[src/rtl/key_cond_pkg.sv]
// Shared types and defaults for the pushbutton/switch input-conditioning stage.
package key_cond_pkg;

    typedef enum logic [1:0] {
        RELEASED,
        ARMING,
        PRESSED,
        DISARMING
    } key_state_t;

    localparam int unsigned DEF_DEBOUNCE_CYCLES = 500000;
    localparam int unsigned PRESS_CNT_W         = 8;

endpackage

[src/rtl/sync2.sv]
// Two-flop synchroniser for a single asynchronous input, with a selectable reset level.
module sync2 #(
    parameter logic RST_VAL = 1'b0
) (
    input  logic clk,
    input  logic rst,
    input  logic d,
    output logic q
);

    logic meta;

    always_ff @(posedge clk or posedge rst) begin
        if (rst) begin
            meta <= RST_VAL;
            q    <= RST_VAL;
        end else begin
            meta <= d;
            q    <= meta;
        end
    end

endmodule

[src/rtl/key_shift_capture.sv]
// Debounces an active-low pushbutton and, once per accepted press, shifts the switch bit
// into the LED register, strobes the low nibble to the hex decoder and counts presses.
module key_shift_capture
    import key_cond_pkg::*;
#(
    parameter int unsigned DEBOUNCE_CYCLES = DEF_DEBOUNCE_CYCLES,
    parameter int unsigned WIDTH           = 10
) (
    input  logic                   CLOCK_50,
    input  logic                   Reset,
    input  logic                   KEY_n,
    input  logic                   SW_in,
    output logic [WIDTH-1:0]       data_out,
    output logic [3:0]             digit,
    output logic                   digit_valid,
    output logic [PRESS_CNT_W-1:0] press_count
);

    localparam int unsigned      CNT_W   = $clog2(DEBOUNCE_CYCLES + 1);
    localparam logic [CNT_W-1:0] CNT_MAX = CNT_W'(DEBOUNCE_CYCLES);

    logic             key_s;
    logic             sw_s;
    key_state_t       state;
    key_state_t       state_next;
    logic [CNT_W-1:0] cnt;
    logic [CNT_W-1:0] cnt_next;
    logic             capture;

    sync2 #(.RST_VAL(1'b1)) u_key_sync (
        .clk (CLOCK_50),
        .rst (Reset),
        .d   (KEY_n),
        .q   (key_s)
    );

    sync2 #(.RST_VAL(1'b0)) u_sw_sync (
        .clk (CLOCK_50),
        .rst (Reset),
        .d   (SW_in),
        .q   (sw_s)
    );

    always_ff @(posedge CLOCK_50 or posedge Reset) begin
        if (Reset) begin
            state <= RELEASED;
            cnt   <= '0;
        end else begin
            state <= state_next;
            cnt   <= cnt_next;
        end
    end

    // cnt holds how many consecutive cycles the new level has been seen so far
    always_comb begin
        state_next = state;
        cnt_next   = cnt;
        capture    = 1'b0;
        case (state)
            RELEASED: begin
                if (!key_s) begin
                    state_next = ARMING;
                    cnt_next   = CNT_W'(1);
                end
            end
            ARMING: begin
                if (key_s) begin
                    state_next = RELEASED;
                    cnt_next   = '0;
                end else if (cnt == CNT_MAX) begin
                    state_next = PRESSED;
                    cnt_next   = '0;
                    capture    = 1'b1;
                end else begin
                    cnt_next = cnt + 1'b1;
                end
            end
            PRESSED: begin
                if (key_s) begin
                    state_next = DISARMING;
                    cnt_next   = CNT_W'(1);
                end
            end
            DISARMING: begin
                if (!key_s) begin
                    state_next = PRESSED;
                    cnt_next   = '0;
                end else if (cnt == CNT_MAX) begin
                    state_next = RELEASED;
                    cnt_next   = '0;
                end else begin
                    cnt_next = cnt + 1'b1;
                end
            end
            default: begin
                state_next = RELEASED;
                cnt_next   = '0;
            end
        endcase
    end

    always_ff @(posedge CLOCK_50 or posedge Reset) begin
        if (Reset) begin
            data_out    <= '0;
            digit       <= '0;
            digit_valid <= 1'b0;
            press_count <= '0;
        end else begin
            digit_valid <= capture;
            if (capture) begin
                data_out    <= {data_out[WIDTH-2:0], sw_s};
                digit       <= {data_out[2:0], sw_s};
                press_count <= press_count + 1'b1;
            end
        end
    end

endmodule

[config.mk]
export PLATFORM = sky130hd
export DESIGN_NAME = key_shift_capture
export DESIGN_NICKNAME = d
export VERILOG_FILES = /design/src/rtl/key_cond_pkg.sv /design/src/rtl/sync2.sv /design/src/rtl/key_shift_capture.sv
export SDC_FILE = /design/constraint.sdc
export NUM_CORES = 1
export LEC_CHECK = 0
export ABC_AREA = 1
export CAP_MARGIN = 5
export CORE_ASPECT_RATIO = 1.25
export CORE_UTILIZATION = 61
export CTS_BUF_LIST = sky130_fd_sc_hd__clkbuf_16
export DETAILED_ROUTE_END_ITERATION = 10
export PLACE_DENSITY = 0.93
export SLEW_MARGIN = 40
export SYNTH_ARGS = -nofsm -noshare
export SYNTH_HDL_FRONTEND = slang
export SYNTH_SLANG_ARGS = --single-unit
[constraint.sdc]
create_clock -name CLOCK_50 -period 2.5 [get_ports CLOCK_50]
set_clock_uncertainty 0.1 [all_clocks]
set_input_delay 0.625 -clock CLOCK_50 [delete_from_list [all_inputs] [get_ports CLOCK_50]]
set_output_delay 0.625 -clock CLOCK_50 [all_outputs]
set_load 0.02 [all_outputs]
==> results of run 1 <==
## worst reg2reg max path, cell delays in order, from the launching register on
cell	delay, ns
dfrtp_1	0.42
inv_1	0.20
ha_1	0.23
nand4_1	0.18
nor2_1	0.21
nand2_2	0.10
nand2_2	0.23
inv_2	0.16
nand2_1	0.10
o21ai_1	0.06
## synthesized netlist by cell type, types with 2 or more instances
cell,n
xnor2_1,4
o22ai_1,5
o21ai_1,8
inv_1,30
buf_6,3
nor2_4,2
nand2_2,8
inv_2,10
o21ai_2,9
buf_4,5
xor2_1,8
o21ai_0,3
nand3_2,2
dfrtp_1,42
dfstp_2,2
nand3_1,26
nand2_1,86
nand4_1,7
ha_1,3
nor2_1,21
nor2_2,7
nand2_4,2
a21oi_1,5
## through the flow
step           hold WS (ns)  instances  power (W)  worst slack [ns]
4_1_cts               0.259        388    0.00190             0.387
2_1_floorplan         0.231        308    0.00108             0.747
6_report              0.257        388    0.00190             0.380
5_1_grt               0.266        388    0.00197             0.282
3_5_place_dp          0.245        380    0.00116             0.503
3_3_place_gp          0.240        380    0.00115             0.704
## cell families (layout without fill, tap and decap cells)
| family | count (synthesis) | in the layout |
|---|---|---|
| DFF | 44 | 44 |
| buffers and inverters | 52 | 78 |
| and+or+nand+nor | 166 | 166 |
| adders and majority gates | 3 | 3 |
| AOI/OAI and AO/OA | 31 | 31 |
| xor gates and xnor gates | 12 | 12 |
## metal layers
metal / global-route usage / vias up
met5: 0 / -
met4: 0.146 / 0
met3: 0.0511 / 24
met2: 0.512 / 82
met1: 0.347 / 1010
li1: - / 1017
## worst min path at each step
stage                    start      endpoint  slack (ns)  cells after the start
2_1_floorplan   u_sw_sync.meta   u_sw_sync.q        0.23                      0
3_5_place_dp    u_sw_sync.meta   u_sw_sync.q        0.24                      0
3_3_place_gp    u_sw_sync.meta   u_sw_sync.q        0.24                      0
6_report        u_sw_sync.meta   u_sw_sync.q        0.26                      0
5_1_grt         u_sw_sync.meta   u_sw_sync.q        0.27                      0
4_1_cts        u_key_sync.meta  u_key_sync.q        0.26                      0
## where the power goes
| part | total, W | internal (W) | switching, W |
|---|---|---|---|
| clock | 0.000726 | 0.000466 | 0.000260 |
| sequential | 0.000811 | 0.000754 | 0.0000565 |
| combinational | 0.000361 | 0.000106 | 0.000256 |
| total | 0.00190 | 0.00133 | 0.000572 |
## layout make-up
type,instances,share of cell area
Multi-Input combinational cell,212,0.390
Sequential cell,44,0.377
Timing Repair Buffer,28,0.0984
Inverter,42,0.0556
Clock buffer,5,0.0428
Tap cell,54,0.0231
Clock inverter,3,0.0133
==> impl_results.md, run 1 <==
* Status: finished clean
* DRT met1 WL at 2140 µm
* Ant diodes at 0
* Root Driver: clkbuf_16
* Async SR Flop Fraction at 1.00
* Largest vdd supply drop at 0.488 mV
* Initial core utilization at 0.650
* WP data arrival at 2.18 ns
* Min-Delay Path Class: reg2reg
* Cts hold-fix bufs at 0
* Unique masters post-synth at 33
* Synthesized net count at 315
* Dpl cell area at 2760 µm²
* CP Class: reg2reg
* Fin area at 2930 µm²
* Multiplexer area fraction after synthesis at 0
* #FFs+latches synth at 44
* Fin nets at 340
* Avg Vias per Cell at 5.50
* Setup violations, final at 0
* R2r setup slk at 0.38 ns
* Seq/Total Area, Yosys at 0.441
* DRC errors left at 0
* Most frequent cells in the layout: nand2_1 (86), dfrtp_1 (42), inv_1 (30)
* Vias in the first global route at 2097
* First-pass GRT wire length at 9560 µm
* CP max FO at 11
* Main combinational cell family by area after synthesis: simple AND/OR/NAND/NOR gates
* Max-slew violations at 0
* Full die area at 4360 µm²
* RSZ-0062 raised after global routing: no
* Pin count of the biggest net entering global routing at 45
* CP Capture Type: register
* P_leak at 1.37 nW
* Post-Synth Adder-Cell Area at 0.0150
* Commonest non-fill, non-tap cell in the layout: nand2_1
* FILL cells at 255
* Die Y at 73.6 µm
* Routed wl met2 at 2980 µm
* Finished Core Util at 0.760
* Power Dens Cells at 649 nW/µm²
* Initial antenna violation count at 0
* Least-Margin Pin Slew at 0.316 ns
* Worst reg-to-reg path cell count at 9
* Storage cell area at 1100 µm²
* RR Startpoint: cnt[0]
* Leading post-synthesis cells by cell area: dfrtp_1 (42%), nand2_1 (13%), nand3_1 (5.2%), inv_1 (4.5%), nor2_1 (3.1%)
* Die width at 59.3 µm
* Stages on the worst setup path at 9
* Crit path launch: cnt[0]
* Syn Inst Count at 308
* DRT antenna net count at 0
* Crit-path leading delay family: simple AND/OR/NAND/NOR gates
* Worst skew pair latency at 0.28 ns
* Simple-gate portion of the synthesized area at 0.320
* Cell Chain, Critical Path: inv_1, ha_1, nand4_1, nor2_1, nand2_2, nand2_2, inv_2, nand2_1, o21ai_1
* Most flop-heavy register: cnt
* Ports at 27
* RR Endpoint: cnt[12]
* Drt wl/cell at 14.4 µm
* Max-cap violations at 0
* Slew headroom at 0.789
* Post-synthesis xor/xnor area fraction at 0.0420
* Share of cells above drive strength 1 at 0.165
* Worst Path Buf+Inv at 2
* Drt first pass iters at 4
* Area of the multi-input gates at 1140 µm²
* Worst EP required at 2.56 ns
* Largest regs: cnt x19, data_out x10, press_count x8
* Total GRT Usage at 0.295
* Startpoint types: register
* Post-CTS sizing at 0
* Via count at 2133
* Crit share post-route at 0.848
* Max incr delay on CP at 0.42 ns
* Clk sinks at 44
* Total gr overflow at 0
* Highest clock rate at 0.472 GHz
* Post-synth EDFFs at 0
* Top FF cell, synth: dfrtp_1
* First DRT Iteration DRCs at 117
* Synthesis Warnings at 0
* Post-Route WL at 5570 µm
* Crit path capture: cnt[12]
* HPWL after DPL at 3890 µm
* Total CTS buffers at 5
* Yosys top cell by area: dfrtp_1
* TritonCTS clock tree: done
* RePlAce Congestion at 0.900
* Area grow syn2layout at 16.9%
* Clock slew at reported path FFs at 0.06 ns
* Clock period minus worst slack at 2.12 ns
* H-tree depth at 2
* # port buffers at 26
* Core ar. at 3850 µm²
* TNS Setup at 0 ns
* Clock tree buffer depth at 2
* Max reg flops at 19
* DR top layer: met4
* Cell with the most instances on the worst path: nand2_2
* Final Hold Fails at 0
* Post-CTS Setup Bufs at 0
* Synth top area share at 0.420
* Core Rows at 25
* Netlist Area Pre-Place at 2500 µm²
* Met3 wire length at 233 µm
* Critical-path top delay cell: dfrtp_1
* Post-synthesis average cell area at 8.12 µm²
* Post-synthesis compound-gate area fraction at 0.0790
Note: power is estimated with default switching activity, not from simulation.
==> run 2, diff against run 1 <==
--- a/config.mk
+++ b/config.mk
@@ -8,10 +8,10 @@
 export ABC_AREA = 1
 export CAP_MARGIN = 5
 export CORE_ASPECT_RATIO = 1.25
-export CORE_UTILIZATION = 61
+export CORE_UTILIZATION = 51
 export CTS_BUF_LIST = sky130_fd_sc_hd__clkbuf_16
 export DETAILED_ROUTE_END_ITERATION = 10
-export PLACE_DENSITY = 0.93
+export PLACE_DENSITY = 0.84
 export SLEW_MARGIN = 40
 export SYNTH_ARGS = -nofsm -noshare
 export SYNTH_HDL_FRONTEND = slang
==> constraint.sdc (replaced) <==
create_clock -name CLOCK_50 -period 1.95 [get_ports CLOCK_50]
set_clock_uncertainty 0.1 [all_clocks]
set_input_delay 0.4875 -clock CLOCK_50 [delete_from_list [all_inputs] [get_ports CLOCK_50]]
set_output_delay 0.4875 -clock CLOCK_50 [all_outputs]
set_load 0.02 [all_outputs]
==> run 2 against run 1 <==
  * Flip-flop and latch count unchanged
  * Largest cell class unchanged
  * Clock power up 16%
  * Hold slack lost 0.0051 ns
  * Critical path depth shrank 8
  * Combinational power up 27%
  * Critical endpoint is now press_count[0]
  * Power increased by 23%
==> impl_results.md, run 2 (synthesis gave the netlist of run 1 again) <==
* Status: finished clean
* Fin nets at 345 (+1.5%)
* Worst EP required at 1.36 ns (-1.20 ns)
* RR Endpoint: press_count[0]
* P_sw at 0.000739 W (+29%)
* Full die area at 5190 µm² (+19%)
* Critical-path top delay cell: clkdlybuf4s50_1
* R2r setup slk at 0.18 ns (-0.20 ns)
* FILL cells at 384 (+51%)
* Post-Route WL at 4930 µm (-12%)
* H-tree depth at 2 (unchanged)
* Max incr delay on CP at 0.63 ns (+0.21 ns)
* Most frequent cells in the layout: nand2_1 (86), dfrtp_1 (42), inv_1 (28)
* Core ar. at 4730 µm² (+23%)
* Min-Delay Path Class: reg2reg
* Die width at 64.7 µm (+9.0%)
* RePlAce Congestion at 0.846 (-6.1%)
* Max-cap violations at 0 (unchanged)
* Post-layout worst setup margin at 0.0436 ns (-0.336 ns)
* Final Hold Fails at 0 (unchanged)
* Largest vdd supply drop at 0.473 mV (-3.2%)
* Vias in the first global route at 2031 (-3.1%)
* Slew headroom at 0.752 (-0.0364)
* First DRT Iteration DRCs at 85 (-27%)
* Max reg flops at 19 (unchanged)
* P_leak at 1.44 nW (+5.2%)
* Clock period minus worst slack at 1.91 ns
* CP Class: reg2out
* # port buffers at 26 (unchanged)
* Die Y at 80.3 µm (+9.1%)
* Most flop-heavy register: cnt
* Clk sinks at 44 (unchanged)
* Avg Vias per Cell at 5.09 (-7.4%)
* Cell count of the worst hold path at 0 (unchanged)
* Worst skew pair latency at 0.29 ns (about the same)
* DRT antenna net count at 0 (unchanged)
* Drt first pass iters at 5 (+1)
* Finished Core Util at 0.630 (-0.130)
* Sequential Power Share at 0.443 (+0.016)
* CP Capture Type: output port
* RR Startpoint: cnt[1]
* TNS Setup at 0 ns (unchanged)
* TritonCTS clock tree: done
* Total CTS buffers at 5 (unchanged)
* HPWL after DPL at 3540 µm (-9.1%)
* First-pass GRT wire length at 8830 µm (-7.6%)
* DRC errors left at 0 (unchanged)
* Total gr overflow at 0 (unchanged)
* Area grow syn2layout at 19.1%
* Clock tree buffer depth at 2 (unchanged)
* Via count at 2031 (-4.8%)
* Cts hold-fix bufs at 0 (unchanged)
* Worst Path Buf+Inv at 1 (-1)
* Clock slew at reported path FFs at 0.06 ns (about the same)
* Ports at 27 (unchanged)
* Core Rows at 28 (+12%)
* Initial core utilization at 0.529 (-0.121)
* Ant diodes at 0 (unchanged)
* Hold slack at 0.252 ns (-0.00507 ns)
* WP data arrival at 1.32 ns (-0.86 ns)
* Max-slew violations at 0 (unchanged)
* Total GRT Usage at 0.220 (-0.0750)
* Power Dens Cells at 783 nW/µm² (+21%)
* Initial antenna violation count at 0 (unchanged)
* Share of cells above drive strength 1 at 0.183 (+0.0182)
* Startpoint types: register
* Comb power frac at 0.197 (+0.007)
* Area of the multi-input gates at 1140 µm² (+0.44%)
* CP max FO at 4 (-7)
* Min-delay src: u_sw_sync.meta
* Worst reg-to-reg path cell count at 7 (-2)
* DP Worst Slack at 0.0894 ns (-0.414 ns)
* Final Power at 0.00233 W (+23%)
* Sw Share at 0.317 (+0.0155)
* Commonest non-fill, non-tap cell in the layout: nand2_1
* Part of the power in the clock network at 0.360 (-0.023)
* Setup violations, final at 0 (unchanged)
* Least-Margin Pin Slew at 0.370 ns (+0.0543 ns)
* Hold Path End: u_sw_sync.q
* Crit-path leading delay family: buffers and inverters
* RSZ-0062 raised after global routing: no
* Cell Chain, Critical Path: clkdlybuf4s50_1
* Pin count of the biggest net entering global routing at 45 (unchanged)
* Largest regs: cnt x19, data_out x10, press_count x8
* Storage cell area at 1100 µm² (unchanged)
* Drt wl/cell at 12.4 µm (-14%)
* Highest clock rate at 0.525 GHz
* Power Internal at 0.00159 W (+20%)
* Crit share post-route at 0.978
* Root Driver: clkbuf_16
[run 2: changes by cell type in the layout (fill, tap and decap cells not counted), sizes merged, moves of 2 or more]
cell | before | now
buf | 2 | 7
dlymetal6s2s | 0 | 3
clkdlybuf4s50 | 26 | 22
clkinvlp | 0 | 2
[run 2: final cells by class]
type                    instances  share of cell area
multi-input cells             212               0.384
flip-flops and latches         44               0.370
repair buffers                 33               0.115
inverters                      42              0.0546
clock buffers                   5              0.0420
well taps                      60              0.0252
clock inverters                 3             0.00798
[run 2: power by group through the flow]
stage | Combinational (W) | Clock [W] | Sequential, W
after global placement | 0.000445 | 0 | 0.00104
final | 0.000459 | 0.000840 | 0.00103
after floorplan | 0.000349 | 0 | 0.00103
after global routing | 0.000514 | 0.000889 | 0.00104
after CTS | 0.000456 | 0.000854 | 0.00103
after detailed placement | 0.000450 | 0 | 0.00105
[run 2: layer usage]
layer  wire length, µm  part of all wire  vias to the layer above  track usage
met5                 0                 0                        -            0
met3               165             0.033                       11       0.0327
li1                  -                 -                     1029            -
met2              2540              0.52                       44        0.378
met1              2120              0.43                      947        0.269
met4                97             0.020                        0        0.107
[run 2: how the worst max path moves through the flow]
stage,slack [ns],start,end,cells after the start
3_3_place_gp,0.17,cnt[0],cnt[12],9
6_report,0.04,press_count[0],press_count[0],1
5_1_grt,0.008,cnt[0],cnt[12],9
2_1_floorplan,0.33,Reset,asynchronous set/reset pin,1
3_5_place_dp,0.09,cnt[0],cnt[9],9
4_1_cts,0.009,press_count[6],press_count[6],1
[run 2: what timing repair did]
| item | in CTS | in global routing |
|---|---|---|
| pin swaps | 0 | 1 |
| endpoints found under the setup margin | 1 | 24 |
| setup buffers | 0 | 3 |
| gates resized for setup | 1 | 5 |
[run 2: per-stage QoR]
step / cell area (µm²) / std cells
global placement: 2780 / 388
global route: 2980 / 399
floorplan: 2500 / 308
finish: 2980 / 399
detailed placement: 2780 / 388
CTS: 2930 / 396
==> run 3, diff against run 2 <==
--- a/config.mk
+++ b/config.mk
@@ -5,13 +5,12 @@
 export SDC_FILE = /design/constraint.sdc
 export NUM_CORES = 1
 export LEC_CHECK = 0
-export ABC_AREA = 1
 export CAP_MARGIN = 5
 export CORE_ASPECT_RATIO = 1.25
-export CORE_UTILIZATION = 51
+export CORE_UTILIZATION = 49
 export CTS_BUF_LIST = sky130_fd_sc_hd__clkbuf_16
 export DETAILED_ROUTE_END_ITERATION = 10
-export PLACE_DENSITY = 0.84
+export PLACE_DENSITY = 0.83
 export SLEW_MARGIN = 40
 export SYNTH_ARGS = -nofsm -noshare
 export SYNTH_HDL_FRONTEND = slang
==> run 3 against run 2 <==
  * The run now ends with negative setup slack left
  * Critical path depth grew 7
  * Flip-flop and latch count is the same
  * Synthesized cell count shrank 36%
  * Sequential share of layout area shrank 1.1 points
  * Combinational power grew 80%
  * Clock power grew 29%
  * First-iteration DRC count grew 78%
  * Hold slack lost 0.0051 ns
  * Die area shrank 9.2%
  * Count of clock-buffer cells in the layout is the same
  * Cell area grew 3.2%
  * Via count shrank 7.5%
  * Critical path type is now reg2reg
  * Critical endpoint is now cnt[0]
  * Largest power group is now the clock network
==> impl_results.md, run 3 <==
* Power Dens Cells at 942 nW/µm² (+20%)
* Least-Margin Pin Slew at 0.389 ns (+0.0192 ns)
* Largest vdd supply drop at 0.828 mV (+75%)
* CP Capture Type: register
* Core Rows at 26 (-7.1%)
* WP data arrival at 2.09 ns (+0.77 ns)
* Most frequent cells in the layout: dfrtp_1 (42), buf_4 (35), clkdlybuf4s50_1 (20)
* Clock period minus worst slack at 2.04 ns (+0.133 ns)
* DRC errors left at 0 (unchanged)
* Max reg flops at 19 (unchanged)
* Ports at 27 (unchanged)
* CP Class: reg2reg
* Top post-synthesis cells by count: dfrtp_1 (42), nand2_1 (18), mux2_2 (11), o21ai_0 (11), nand3_1 (10)
* Full die area at 4720 µm² (-9.2%)
* Worst reg-to-reg path cell count at 8 (+1)
* Unique masters post-synth at 51 (+55%)
* Drt first pass iters at 7 (+2)
* Largest regs: cnt x19, data_out x10, press_count x8
* Share of cells above drive strength 1 at 0.310 (+0.127)
* Core ar. at 4160 µm² (-12%)
* Max-slew violations at 0 (unchanged)
* Top-count cell post-synth: dfrtp_1
* Post-synthesis average cell area at 11.0 µm² (+35%)
* Avg Vias per Cell at 5.93 (+16%)
* Total GRT Usage at 0.252 (+0.0318)
* P_leak at 1.50 nW (+3.8%)
* Status: finished, violations left
* Syn Inst Count at 198 (-36%)
* Slew headroom at 0.738 (-0.0146)
* DRT antenna net count at 0 (unchanged)
* Fin nets at 267 (-23%)
* Clock slew at reported path FFs at 0.06 ns (about the same)
* Post-layout worst setup margin at -0.0898 ns (-0.133 ns)
* TNS Setup at -1.16 ns (-1.16 ns)
* Vias in the first global route at 1840 (-9.4%)
* Worst EP required at 2.00 ns (+0.64 ns)
* CP max FO at 5 (+1)
* Total gr overflow at 0 (unchanged)
* Most flop-heavy register: cnt
* Top FF cell, synth: dfrtp_1
* Max-cap violations at 0 (unchanged)
* Area grow syn2layout at 41.2%
* Die Y at 76.5 µm (-4.7%)
* # port buffers at 26 (unchanged)
* Pin count of the biggest net entering global routing at 45 (unchanged)
* Min-Delay Path Class: reg2reg
* Initial core utilization at 0.523 (-0.00626)
* H-tree depth at 2 (unchanged)
* Root Driver: clkbuf_16
* Leading post-synthesis cells by cell area: dfrtp_1 (48%), mux2_2 (5.7%), xnor2_1 (3.6%), nand2_1 (3.1%), o21ai_0 (2.5%)
* #FFs+latches synth at 44 (unchanged)
* Crit share post-route at 1.05 (+0.0684)
* Post-Route WL at 5830 µm (+18%)
* Synthesis Warnings at 0 (unchanged)
* TritonCTS clock tree: done
* HPWL after DPL at 3280 µm (-7.2%)
* Initial antenna violation count at 0 (unchanged)
* Die width at 61.6 µm (-4.7%)
* Startpoint types: register
* First DRT Iteration DRCs at 151 (+78%)
* RePlAce Congestion at 0.864 (+2.2%)
* Netlist Area Pre-Place at 2180 µm² (-13%)
* Fin area at 3070 µm² (+3.2%)
* Clk sinks at 44 (unchanged)
* Yosys top cell by area: dfrtp_1
* Clock tree buffer depth at 2 (unchanged)
* Cts hold-fix bufs at 0 (unchanged)
* Dpl cell area at 2700 µm² (-3.1%)
* Cell count of the worst hold path at 0 (unchanged)
* Post-synth EDFFs at 0 (unchanged)
* Setup violations, final at 23 (+23)
* Worst skew pair latency at 0.29 ns (about the same)
* Drt wl/cell at 18.4 µm (+49%)
* Async SR Flop Fraction at 1.00 (unchanged)
* Highest clock rate at 0.490 GHz (-6.5%)
* Ant diodes at 0 (unchanged)
* Seq/Total Area, Yosys at 0.507 (+0.0659)
* Total CTS buffers at 5 (unchanged)
* Synthesized net count at 205 (-35%)
* Commonest non-fill, non-tap cell in the layout: dfrtp_1
* RSZ-0062 raised after global routing: yes
* First-pass GRT wire length at 8780 µm (-0.55%)
* Final Hold Fails at 0 (unchanged)
* Synth top area share at 0.483 (+0.0628)
* Failing checks: negative setup slack
* Via count at 1879 (-7.5%)
[run 3: changes by cell type after synthesis, moves of 6 or more]
cell / previous run / this run
nand3_1: 26 / 10
and4_1: 0 / 6
mux2_2: 0 / 11
nor2_2: 7 / 0
nand2_1: 86 / 18
nand2_2: 8 / 0
inv_1: 30 / 6
o21ai_1: 8 / 2
o21ai_0: 3 / 11
nor2_1: 21 / 7
o21ai_2: 9 / 0
inv_2: 10 / 1
[run 3: layout make-up]
class | instances | area, µm²
Clock buffer | 5 | 125
Clock inverter | 3 | 63.8
Fill cell | 271 | 1090
Inverter | 7 | 26.3
Multi-Input combinational cell | 135 | 1040
Sequential cell | 44 | 1100
Tap cell | 56 | 70.1
Timing Repair Buffer | 67 | 649
[run 3: per-stage QoR]
step	utilization	hold slack, ns	power (W)	instances	setup WS, ns
after detailed placement	0.648	0.245	0.00168	295	0.00228
after CTS	0.720	0.248	0.00279	312	-0.0457
after global placement	0.648	0.237	0.00166	295	0.0555
after global routing	0.738	0.252	0.00300	317	-0.146
after floorplan	-	0.231	0.00136	198	-0.0704
final	0.738	0.247	0.00290	317	-0.0898
[run 3: cells by family after synthesis]
| kind of cell | after synthesis | share of synthesized area |
|---|---|---|
| AO/OA/AOI/OAI | 34 | 0.100 |
| XOR/XNOR | 13 | 0.0523 |
| adder cells (fa/ha/maj) | 3 | 0.0172 |
| buffers and inverters | 19 | 0.0471 |
| flip-flops | 44 | 0.507 |
| multiplexers | 13 | 0.0661 |
| AND/OR/NAND/NOR | 72 | 0.210 |
[run 3: report_power, final]
group	internal [W]	switching [W]	leakage [nW]	total (W)
registers	0.000964	0.0000315	0.596	0.000995
clock network	0.000729	0.000346	0.0952	0.00108
logic	0.000381	0.000445	0.804	0.000826
[run 3: metal layers]
layer | GRT usage | vias up | part of all wire
li1 | - | 835 | -
met1 | 0.324 | 924 | 0.40
met2 | 0.400 | 93 | 0.52
met3 | 0.0645 | 27 | 0.052
met4 | 0.0911 | 0 | 0.031
met5 | 0 | - | 0
[run 3: final timing paths]
| kind | to | slack [ns] | from |
|---|---|---|---|
| hold / removal | u_sw_sync.q | 0.25 | u_sw_sync.meta |
| min in group asynchronous | data_out[9] | 0.44 | Reset |
| setup reg to reg | cnt[0] | -0.09 | cnt[1] |
| setup / recovery | cnt[0] | -0.09 | cnt[1] |
| hold reg to reg | u_sw_sync.q | 0.25 | u_sw_sync.meta |
| max in group asynchronous | u_key_sync.meta | 1.05 | Reset |
[run 3: what timing repair did]
action,in CTS,in global routing
resized for setup,13,12
pin swaps,2,6
setup endpoints to repair,14,35
buffers inserted,9,5
[run 3: worst max-delay path, cell delays in order (launching register included)]
cell,delay [ns]
dfrtp_1,0.39
inv_2,0.09
ha_4,0.12
and4b_2,0.26
nand4b_4,0.16
buf_4,0.18
buf_4,0.12
o21ai_0,0.34
a21oi_1,0.14
